==> src/rtl/ifx_dig_data_bus_pkg.sv <==
// Shared definitions for the multi-channel data bus driver: FSM state type,
// channel-index width helper, default parameter values and the packing
// layout of a queued request word {ch, hold, data}.
package ifx_dig_data_bus_pkg;

  typedef enum logic {
    ST_IDLE  = 1'b0,
    ST_DRIVE = 1'b1
  } state_e;

  localparam int DEF_DWIDTH = 8;
  localparam int DEF_NUM_CH = 4;
  localparam int DEF_DEPTH  = 4;
  localparam int DEF_HWIDTH = 8;

  // Channel index width; a single-channel bus still carries a 1-bit index.
  function automatic int chw_f(input int num_ch);
    return (num_ch > 1) ? $clog2(num_ch) : 1;
  endfunction

  // Request word layout, MSB to LSB: {ch, hold, data}.
  function automatic int req_data_lsb();
    return 0;
  endfunction

  function automatic int req_hold_lsb(input int dwidth);
    return dwidth;
  endfunction

  function automatic int req_ch_lsb(input int dwidth, input int hwidth);
    return dwidth + hwidth;
  endfunction

  function automatic int req_width(input int dwidth, input int hwidth, input int chw);
    return dwidth + hwidth + chw;
  endfunction

endpackage

==> src/rtl/ifx_dig_data_bus_fifo.sv <==
// Request FIFO for the data bus driver. Synchronous, power-of-two depth,
// asynchronous active-low reset, synchronous flush that wins over push/pop.
// The head entry is visible combinationally so the consumer can pop and use
// it on the same edge.
module ifx_dig_data_bus_fifo #(
  parameter int WIDTH = 8,
  parameter int DEPTH = 4
) (
  input  logic                     clk_i,
  input  logic                     rst_ni,
  input  logic                     flush_i,
  input  logic                     push_i,
  input  logic [WIDTH-1:0]         wdata_i,
  input  logic                     pop_i,
  output logic [WIDTH-1:0]         rdata_o,
  output logic                     full_o,
  output logic                     empty_o,
  output logic [$clog2(DEPTH):0]   level_o
);

  localparam int AW = $clog2(DEPTH);
  localparam int LW = AW + 1;

  logic [WIDTH-1:0] mem [DEPTH];
  logic [AW-1:0]    wptr_reg;
  logic [AW-1:0]    rptr_reg;
  logic [LW-1:0]    level_reg;
  logic             push_ok;
  logic             pop_ok;

  assign full_o  = (level_reg == LW'(DEPTH));
  assign empty_o = (level_reg == '0);
  assign level_o = level_reg;
  assign rdata_o = mem[rptr_reg];

  // A full FIFO never accepts, even when a pop happens in the same cycle.
  assign push_ok = push_i && !full_o && !flush_i;
  assign pop_ok  = pop_i && !empty_o && !flush_i;

  // Storage write; contents need no reset because occupancy gates every read.
  always_ff @(posedge clk_i) begin
    if (push_ok) begin
      mem[wptr_reg] <= wdata_i;
    end
  end

  // Pointers wrap naturally at the power-of-two depth; level tracks occupancy.
  always_ff @(posedge clk_i or negedge rst_ni) begin
    if (!rst_ni) begin
      wptr_reg  <= '0;
      rptr_reg  <= '0;
      level_reg <= '0;
    end else if (flush_i) begin
      wptr_reg  <= '0;
      rptr_reg  <= '0;
      level_reg <= '0;
    end else begin
      if (push_ok) begin
        wptr_reg <= wptr_reg + AW'(1);
      end
      if (pop_ok) begin
        rptr_reg <= rptr_reg + AW'(1);
      end
      case ({push_ok, pop_ok})
        2'b10:   level_reg <= level_reg + LW'(1);
        2'b01:   level_reg <= level_reg - LW'(1);
        default: level_reg <= level_reg;
      endcase
    end
  end

endmodule

==> src/rtl/ifx_dig_data_bus_driver.sv <==
// Multi-channel data bus driver. Queued requests {ch, hold, data} are applied
// to their channel's slice of a registered output bus for max(hold,1) cycles,
// back-to-back when the queue is non-empty. Popped requests with an
// out-of-range channel are dropped with an error pulse.
// Optional: define IFX_DIG_DATA_BUS_PARITY_EN to add per-channel registered
// even parity output parity_o.
module ifx_dig_data_bus_driver
  import ifx_dig_data_bus_pkg::*;
#(
  parameter int               DWIDTH    = DEF_DWIDTH,
  parameter int               NUM_CH    = DEF_NUM_CH,
  parameter int               DEPTH     = DEF_DEPTH,
  parameter int               HWIDTH    = DEF_HWIDTH,
  parameter logic [DWIDTH-1:0] RESET_VAL = '0,
  localparam int              CHW       = chw_f(NUM_CH),
  localparam int              LW        = $clog2(DEPTH) + 1
) (
  input  logic                     clk_i,
  input  logic                     rst_ni,
  input  logic                     req_valid_i,
  output logic                     req_ready_o,
  input  logic [CHW-1:0]           req_ch_i,
  input  logic [DWIDTH-1:0]        req_data_i,
  input  logic [HWIDTH-1:0]        req_hold_i,
  input  logic                     flush_i,
  output logic [NUM_CH*DWIDTH-1:0] data_o,
  output logic [CHW-1:0]           active_ch_o,
  output logic                     busy_o,
  output logic                     done_o,
  output logic                     err_o,
  output logic [LW-1:0]            level_o
`ifdef IFX_DIG_DATA_BUS_PARITY_EN
  ,
  output logic [NUM_CH-1:0]        parity_o
`endif
);

  localparam int RW       = req_width(DWIDTH, HWIDTH, CHW);
  localparam int DATA_LSB = req_data_lsb();
  localparam int HOLD_LSB = req_hold_lsb(DWIDTH);
  localparam int CH_LSB   = req_ch_lsb(DWIDTH, HWIDTH);

  logic [RW-1:0]     req_word;
  logic [RW-1:0]     head_word;
  logic              fifo_full;
  logic              fifo_empty;
  logic [LW-1:0]     fifo_level;

  logic [DWIDTH-1:0] head_data;
  logic [HWIDTH-1:0] head_hold;
  logic [CHW-1:0]    head_ch;
  logic              head_ok;
  logic [HWIDTH-1:0] head_cnt;

  state_e            state_reg;
  logic [HWIDTH-1:0] cnt_reg;
  logic              busy_reg;
  logic              done_reg;
  logic              err_reg;
  logic [CHW-1:0]    active_ch_reg;

  logic              take;
  logic              pop;
  logic              load;

  assign req_word = {req_ch_i, req_hold_i, req_data_i};

  ifx_dig_data_bus_fifo #(
    .WIDTH (RW),
    .DEPTH (DEPTH)
  ) u_fifo (
    .clk_i   (clk_i),
    .rst_ni  (rst_ni),
    .flush_i (flush_i),
    .push_i  (req_valid_i),
    .wdata_i (req_word),
    .pop_i   (pop),
    .rdata_o (head_word),
    .full_o  (fifo_full),
    .empty_o (fifo_empty),
    .level_o (fifo_level)
  );

  assign req_ready_o = !fifo_full;
  assign level_o     = fifo_level;

  assign head_data = head_word[DATA_LSB +: DWIDTH];
  assign head_hold = head_word[HOLD_LSB +: HWIDTH];
  assign head_ch   = head_word[CH_LSB +: CHW];
  assign head_ok   = ({1'b0, head_ch} < (CHW + 1)'(NUM_CH));

  // A hold of zero behaves as one cycle; the counter holds remaining-1.
  assign head_cnt = (head_hold == '0) ? '0 : head_hold - HWIDTH'(1);

  // The FSM is ready for a new entry when idle or in the last hold cycle.
  assign take = (state_reg == ST_IDLE) || (cnt_reg == '0);
  assign pop  = take && !fifo_empty && !flush_i;
  assign load = pop && head_ok;

  // Request sequencing: pop, load hold counter, count down, chain or idle.
  always_ff @(posedge clk_i or negedge rst_ni) begin
    if (!rst_ni) begin
      state_reg     <= ST_IDLE;
      cnt_reg       <= '0;
      busy_reg      <= 1'b0;
      done_reg      <= 1'b0;
      err_reg       <= 1'b0;
      active_ch_reg <= '0;
    end else if (flush_i) begin
      // Abandon the current hold silently; bus values stay where they are.
      state_reg <= ST_IDLE;
      cnt_reg   <= '0;
      busy_reg  <= 1'b0;
      done_reg  <= 1'b0;
      err_reg   <= 1'b0;
    end else begin
      done_reg <= 1'b0;
      err_reg  <= 1'b0;
      case (state_reg)
        ST_IDLE: begin
          if (pop) begin
            if (head_ok) begin
              state_reg     <= ST_DRIVE;
              cnt_reg       <= head_cnt;
              busy_reg      <= 1'b1;
              active_ch_reg <= head_ch;
            end else begin
              err_reg <= 1'b1;
            end
          end
        end
        ST_DRIVE: begin
          if (cnt_reg != '0) begin
            cnt_reg <= cnt_reg - HWIDTH'(1);
          end else begin
            done_reg <= 1'b1;
            if (pop && head_ok) begin
              cnt_reg       <= head_cnt;
              active_ch_reg <= head_ch;
            end else begin
              // Either nothing queued or the next entry is dropped.
              err_reg   <= pop;
              state_reg <= ST_IDLE;
              busy_reg  <= 1'b0;
            end
          end
        end
        default: begin
          state_reg <= ST_IDLE;
          busy_reg  <= 1'b0;
        end
      endcase
    end
  end

  assign active_ch_o = active_ch_reg;
  assign busy_o      = busy_reg;
  assign done_o      = done_reg;
  assign err_o       = err_reg;

  for (genvar gi = 0; gi < NUM_CH; gi++) begin : g_ch
    logic              hit;
    logic [DWIDTH-1:0] data_reg;

    assign hit = load && (head_ch == CHW'(gi));

    // Channel slice register: takes a popped value aimed at it, else holds.
    always_ff @(posedge clk_i or negedge rst_ni) begin
      if (!rst_ni) begin
        data_reg <= RESET_VAL;
      end else if (hit) begin
        data_reg <= head_data;
      end
    end

    assign data_o[gi*DWIDTH +: DWIDTH] = data_reg;

`ifdef IFX_DIG_DATA_BUS_PARITY_EN
    logic parity_reg;

    // Parity tracks the slice register on the same edge.
    always_ff @(posedge clk_i or negedge rst_ni) begin
      if (!rst_ni) begin
        parity_reg <= ^RESET_VAL;
      end else if (hit) begin
        parity_reg <= ^head_data;
      end
    end

    assign parity_o[gi] = parity_reg;
`endif
  end

endmodule

==> config.mk <==
export PLATFORM = sky130hd
export DESIGN_NAME = ifx_dig_data_bus_driver
export DESIGN_NICKNAME = d
export VERILOG_FILES = /design/src/rtl/ifx_dig_data_bus_pkg.sv /design/src/rtl/ifx_dig_data_bus_fifo.sv /design/src/rtl/ifx_dig_data_bus_driver.sv
export SDC_FILE = /design/constraint.sdc
export NUM_CORES = 1
export LEC_CHECK = 0
export ABC_AREA = 0
export CORE_MARGIN = 2
export CORE_UTILIZATION = 60
export DETAILED_ROUTE_END_ITERATION = 8
export PLACE_DENSITY = 0.95
export SKIP_LAST_GASP = 1
export SLEW_MARGIN = 10
export SYNTH_ARGS = -nofsm -noshare
export SYNTH_HDL_FRONTEND = slang
export SYNTH_SLANG_ARGS = --single-unit
==> constraint.sdc <==
create_clock -name clk_i -period 5.2 [get_ports clk_i]
set_clock_uncertainty 0.15 [all_clocks]
set_input_delay 0.52 -clock clk_i [delete_from_list [all_inputs] [get_ports clk_i]]
set_output_delay 0.52 -clock clk_i [all_outputs]
set_load 0.005 [all_outputs]
==> After elaboration in Yosys (flattened, before gate mapping) <==
Memories as Yosys holds them, arrays and structs flattened.
Index checks and enable logic that the tools add are counted.
{ "totals": {"regBits": 52, "latchBits": 0, "ramBits": 72, "mem_bits_ro": 0, "inputBits": 22, "output_inout_bits": 41, "wordCells": 83, "memories": 1} }
{ "mem_list": {"columns": ["memory", "words", "word_bits", "read_ports", "rd_ports_with_merged_regs", "write_ports", "line_no", "source"], "rows": [
  ["u_fifo.mem", 4, 18, 1, 0, 1, "ifx_dig_data_bus_fifo.sv:24", "logic [WIDTH-1:0] mem [DEPTH];"]
]} }
{ "op_classes": {"add_sub_neg": 6, "n_mul": 0, "n_div": 0, "magnitude_cmp": 0, "eq_ne": 10, "n_shift": 0, "n_mux": 28, "bitwise": 2, "n_reduce_logical": 24} }
{ "ops": {"columns": ["op", "count"], "rows": [
  ["$mux 8", 4],
  ["$logic_not 8->1", 2],
  ["$pmux 8 s2", 1],
  ["$sub 8x1->8 const B", 2],
  ["$mux 1", 12],
  ["$mux 2", 6],
  ["$logic_and 1x1->1", 10],
  ["$ne 3x3->1 const B", 3],
  ["$reduce_bool 8->1", 1],
  ["$eq 2x2->1 const B", 3],
  ["$pmux 3 s2", 1],
  ["$add 2x1->2 const B", 2],
  ["$eq 2x1->1 const B", 2],
  ["$pmux 1 s2", 2],
  ["$pmux 2 s2", 1],
  ["$reduce_bool 2->1", 2],
  ["$add 3x1->3 const B", 1],
  ["$eq 3x3->1 const B", 1],
  ["$logic_not 1->1", 3],
  ["$logic_not 3->1", 1],
  ["$mux 3", 1],
  ["$reduce_and 3->1", 1],
  ["$reduce_bool 3->1", 1],
  ["$sub 3x1->3 const B", 1],
  ["other kinds (5)", 6]
]} }

==> Logic depth before layout (Yosys ltp) <==
{ "depth": {"word_depth": 9, "depth_mapped": 10, "ltp_nobuf": 9} }

==> Cells and area by module <==
Synthesis repeated with hierarchy kept, for this count alone.
{ "hier_totals": {"cells_unflattened": 328, "hier_area_um2": 5372.7} }
{ "modules_own_cells": {"columns": ["mod", "instances", "cells_per_inst", "area_each_um2", "seq_area_each_um2"], "rows": [
  ["ifx_dig_data_bus_fifo", 1, 158, 3139.3, 2337.2],
  ["ifx_dig_data_bus_driver", 1, 170, 2233.4, 1126.1]
]} }

==> Least setup slack after synthesis <==
No wires, ideal clock.
{ "synth_timing": {"path_kind": "flip-flop to flip-flop", "startpoint": "register u_fifo.rptr_reg[0]", "endpoint": "register cnt_reg[6]", "setup_time_ps": 111, "t_arrival_ps": 2145, "t_required_ps": 4939, "setup_slack_ps": 2794, "path_stages_with_launch": 9, "n_path_buf": 1, "period_less_slack_ps": 2406, "path_cell_list": "dfrtp_1 buf_6 mux4_2 inv_1 ha_1 nor3b_2 nor3b_2 xnor2_1 a2111oi_2"} }
{ "synth_between": {"elab_chain_len": 7, "word_cells_on_any_way": 8, "classes_between": "1 x add/sub; 5 x mux; 1 x reduce/logical; 1 x memory"} }
{ "synth_rtl": {"columns": ["item", "line_no", "source"], "rows": [
  ["from (decl)", "ifx_dig_data_bus_fifo.sv:26", "logic [AW-1:0] rptr_reg;"],
  ["from (signal assigned)", "ifx_dig_data_bus_fifo.sv:62", "rptr_reg <= rptr_reg + AW'(1);"],
  ["$mem_v2 4x18 *", null, null],
  ["$sub 8x1->8 / $logic_not 8->1 (equally long branches)", "ifx_dig_data_bus_driver.sv:93", "assign head_cnt = (head_hold == '0) ? '0 : head_hold - HWIDTH'(1);"],
  ["$mux 8 *", "ifx_dig_data_bus_driver.sv:93", null],
  ["$mux 8 *", "ifx_dig_data_bus_driver.sv:121, ifx_dig_data_bus_driver.sv:137", null],
  ["$mux 8", "ifx_dig_data_bus_driver.sv:133", "if (cnt_reg != '0) begin"],
  ["$pmux 8 s2 *", "ifx_dig_data_bus_driver.sv:119", "case (state_reg)"],
  ["$mux 8 *", "ifx_dig_data_bus_driver.sv:109", "end else if (flush_i) begin"],
  ["to (signal assigned)", "ifx_dig_data_bus_driver.sv:124", "cnt_reg <= head_cnt;"],
  ["to (signal assigned)", "ifx_dig_data_bus_driver.sv:134", "cnt_reg <= cnt_reg - HWIDTH'(1);"],
  ["to (signal assigned)", "ifx_dig_data_bus_driver.sv:138", "cnt_reg <= head_cnt;"],
  ["to (decl)", "ifx_dig_data_bus_driver.sv:56", "logic [HWIDTH-1:0] cnt_reg;"]
]} }
Every way passes the cells marked *; elsewhere a longest branch is shown, timed or not.
A chain may end at the register's enable or synchronous reset.

==> Final worst setup path <==
Ends and elaborated chain as after synthesis.

==> metrics.md <==
| Metric | Value |
|---|---|
| DIE AREA | `slightly below 10000 sq um` |
| Most numerous cell types in the synthesized netlist | `sky130_fd_sc_hd__edfxtp_1 (72), sky130_fd_sc_hd__dfrtp_1 (52), sky130_fd_sc_hd__mux2_2 (24)` |
| PwrDens | `591.4 nW/um^2` |
| Global route total overflow | `0` |
| First-pass GRT wire length | `17.71 mm` |
| Total track usage | `24.56%` |
| Utilization after layout | `76.02%` |
| Mapped cell area | `approximately 5400 sq um` |
| Post-route cell area | `6598 sq um` |
| Unrepaired setup endpoints after global routing | `no` |
| Area added between synthesis and finish | `23.26%` |
| Quantity of gates resized following cts | `0` |
| Via count of the first global-routing pass | `3245` |
| Post-placement setup slack | `about 2.0 ns` |
| Number of cells after detailed placement | `~480` |
| Share of post-route cells with drive strength above 1 | `22.36%` |
| Primary flip-flop cell chosen by synthesis mapping | `sky130_fd_sc_hd__edfxtp_1` |
| Placed instance area | `5974 sq um` |
| Hold Startpoint | `g_ch[3].data_reg[0]` |
| Number of buffer cells added on primary ports | `61` |
| Met2 routing resource usage after global routing | `39.51%` |
| Switching power share of the total | `slightly above 30%` |
| Number of remaining DRC errors | `0` |
| R2R depth | `7` |
| Register clock-pin slew on the reported worst setup and hold paths | `0.06 ns` |
| TritonCTS clock tree | `done` |
| N_diodes | `0` |
| Worst Hold Slack | `0.3537 ns` |
| Top cells by area, synth | `sky130_fd_sc_hd__edfxtp_1 (40%), sky130_fd_sc_hd__dfrtp_1 (24%), sky130_fd_sc_hd__mux2_2 (5.0%), sky130_fd_sc_hd__mux4_1 (4.4%), sky130_fd_sc_hd__mux4_2 (3.8%)` |
| Clk_lat worst skew | `0.52 ns` |
| Max Freq | `299.2 MHz` |
| Critical path launch point | `u_fifo.rptr_reg[0]` |
| Critical path endpoint category | `register` |
| Count of distinct cell types in the synthesized netlist | `54` |
| Syn_nets | `355` |
| Sum of net half-perimeters after detailed placement | `6.770 mm` |
| Largest register FFs | `around 70` |
| Share of synthesized area occupied by flip-flops and latches | `64.70%` |
| Core area | `roughly 8700 sq um` |
| End of the critical path | `cnt_reg[6]` |
| Die width | `98.45 microns` |
| Pin count of the biggest net entering global routing | `53` |
| Vertical extent of the die | `98.45 microns` |
| Net switching component of the power | `roughly 1.2 mW` |
| Synth async-reset ratio | `41.94%` |
| Post-layout worst setup margin | `1.858 ns` |
| Final setup vio count | `0` |
| Final count of pins violating max slew | `0` |
| DRC marker count from the first detailed-route iteration | `248` |
| Reg-to-reg startpoint | `u_fifo.rptr_reg[0]` |
| Register-to-Register Setup Slack | `1.86 ns` |
| Required arrival time at the worst endpoint | `5.45 ns` |
| Routing usage on met3 | `~5.7%` |
| Combinational share of power | `31.9%` |
| P_leak | `roughly 2.5 nW` |
| Type of origin of the critical path | `register` |
| Tmin final | `3.342 ns` |
| Ratio of final minimum period to clock period | `64.28%` |
| Number of placement rows | `34` |
| Average instance area after synthesis | `16.47 sq um` |
| Max rail drop VDD | `342.3 uV` |
| Number of primary I/O pins | `63` |
| Post-synthesis instance total | `325` |
| Clock Power Share | `30.9%` |
| Fraction of post-synthesis cell area in the top cell type by area | `about 40%` |
| Number of buffers on the longest clock path | `2` |
| Post-synthesis sequential element count | `124` |
| Clock Tree Root | `sky130_fd_sc_hd__clkbuf_8` |
| Deepest level of the CTS H-tree | `4` |
| Routed len/inst | `21.86 microns` |
| Max-slew headroom at the worst pin | `22.70%` |
| Most common cell in the synthesized netlist | `sky130_fd_sc_hd__edfxtp_1` |
| Relative contribution of sequential cells to total power | `37.1%` |
| Vias per std cell | `6.231` |
| Crit path max fanout | `21` |
| RD Place Congestion | `around 0.79` |
| Critical setup path kind | `reg2reg` |
| Filler Cell Count | `485` |
| Number of hold violations in the final report | `0` |
| Final Net Count | `424` |
| CP Data Arrival Time | `roughly 3.6 ns` |
| Number of standard cells in the final layout excluding fillers | `515` |
| Initial core utilization | `61.68%` |
| Number of antenna violations at the first check in global routing | `0` |
| 1st-pass router iterations | `5` |
| Count of max-cap constraint violations | `0` |
| Num CTS Buffers | `17` |
| RR Endpoint | `cnt_reg[6]` |
| Total negative setup slack | `0 ns` |
| Hold Crit Class | `reg2reg` |
| Number of enable-type register cells in the synthesized netlist | `72` |
| Yosys top cell by area | `sky130_fd_sc_hd__edfxtp_1` |
| Global-route track usage on met1 | `roughly a third` |
| Slew at the pin closest to its max-slew limit | `between 1 and 1.5 ns` |
| Number of warnings issued by yosys | `0` |
| Overall power of the completed layout | `3.902 mW` |
| DRT Wirelength | `approximately 11 mm` |
| Detailed-route via count | `3209` |
| Cell Int Power | `2.721 mW` |
| Status | `complete, no violations` |
| Post-DRT Antenna Nets | `0` |
| Global route hottest layer | `met2` |
| Clock sink count | `124` |
## cell type report
type                            count  area [sq um]  area share (%)
Sequential cell                   124          3463           52.49
Tap cell                          108         135.1           2.048
Clock buffer                       18         417.9           6.334
Multi-Input combinational cell    180          1737           26.32
Clock inverter                     14         192.7           2.921
Timing Repair Buffer               62         618.1           9.368
Inverter                            9         33.78          0.5120
## worst max-delay path: stages (launching register included)
cell and delay (ns):
sky130_fd_sc_hd__dfrtp_1 1.11, sky130_fd_sc_hd__mux4_2 0.66, sky130_fd_sc_hd__inv_1 0.10, sky130_fd_sc_hd__ha_1 0.21
sky130_fd_sc_hd__nor3b_2 0.28, sky130_fd_sc_hd__nor3b_2 0.24, sky130_fd_sc_hd__xnor2_1 0.12, sky130_fd_sc_hd__a2111oi_2 0.35
## repair_timing
item,in CTS,in global routing
hold endpoints to repair,0,52
setup buffers,0,0
hold buffers,0,1
## power by group through the flow
stage	clock (mW)	sequential (mW)	combinational, mW
6_report	1.21	1.45	1.25
5_1_grt	1.27	1.48	1.34
4_1_cts	1.23	1.45	1.24
3_5_place_dp	0	1.46	1.21
3_3_place_gp	0	1.44	1.16
2_1_floorplan	0	1.40	0.782
## layer usage
layer / vias to the layer above / wire length (microns) / share of wire, %
met4: 0 / 299 / 2.7
met3: 30 / 605 / 5.4
li1: 1404 / - / -
met2: 147 / 5912 / 53
met5: - / 0 / 0
met1: 1628 / 4443 / 39
## placed cells by master, fill, tap and decap left out, types with 4 or more instances in the layout
cell type,n
sky130_fd_sc_hd__mux4_2,9
sky130_fd_sc_hd__inv_1,9
sky130_fd_sc_hd__nor2_1,10
sky130_fd_sc_hd__xnor2_1,4
sky130_fd_sc_hd__dfrtp_1,52
sky130_fd_sc_hd__clkdlybuf4s50_1,60
sky130_fd_sc_hd__mux4_1,9
sky130_fd_sc_hd__mux2i_1,4
sky130_fd_sc_hd__clkbuf_16,16
sky130_fd_sc_hd__edfxtp_1,72
sky130_fd_sc_hd__bufinv_16,4
sky130_fd_sc_hd__o21ai_0,9
sky130_fd_sc_hd__and3_1,5
sky130_fd_sc_hd__mux2_2,24
sky130_fd_sc_hd__nor3_1,7
sky130_fd_sc_hd__a21oi_1,10
sky130_fd_sc_hd__xor2_1,4
sky130_fd_sc_hd__ha_1,7
sky130_fd_sc_hd__o22ai_1,4
sky130_fd_sc_hd__mux2_4,8
sky130_fd_sc_hd__nand2_1,17
## kinds of logic (layout without fill, tap and decap cells)
kind of cell / Yosys count / after routing / share of synthesized area (%)
flip-flops: 124 / 124 / 64.70
AND/OR/NAND/NOR: 72 / 72 / 8.228
multiplexers: 54 / 54 / 16.25
AO/OA/AOI/OAI: 37 / 37 / 4.581
buffers and inverters: 21 / 103 / 2.852
adder cells (fa/ha/maj): 8 / 8 / 2.010
XOR/XNOR: 8 / 8 / 1.309
other: 1 / 1 / 0.07006
## how the worst min path moves through the flow
stage / to / slack [ns] / cells after the start
finish: g_ch[3].data_reg[0] / 0.35 / 1
global route: g_ch[3].data_reg[0] / 0.37 / 1
CTS: g_ch[2].data_reg[1] / 0.09 / 1
detailed placement: active_ch_o[1] / 0.34 / 2
global placement: g_ch[3].data_reg[6] / 0.34 / 1
floorplan: active_ch_o[0] / 0.07 / 0
(Power assumes the default switching activity.)
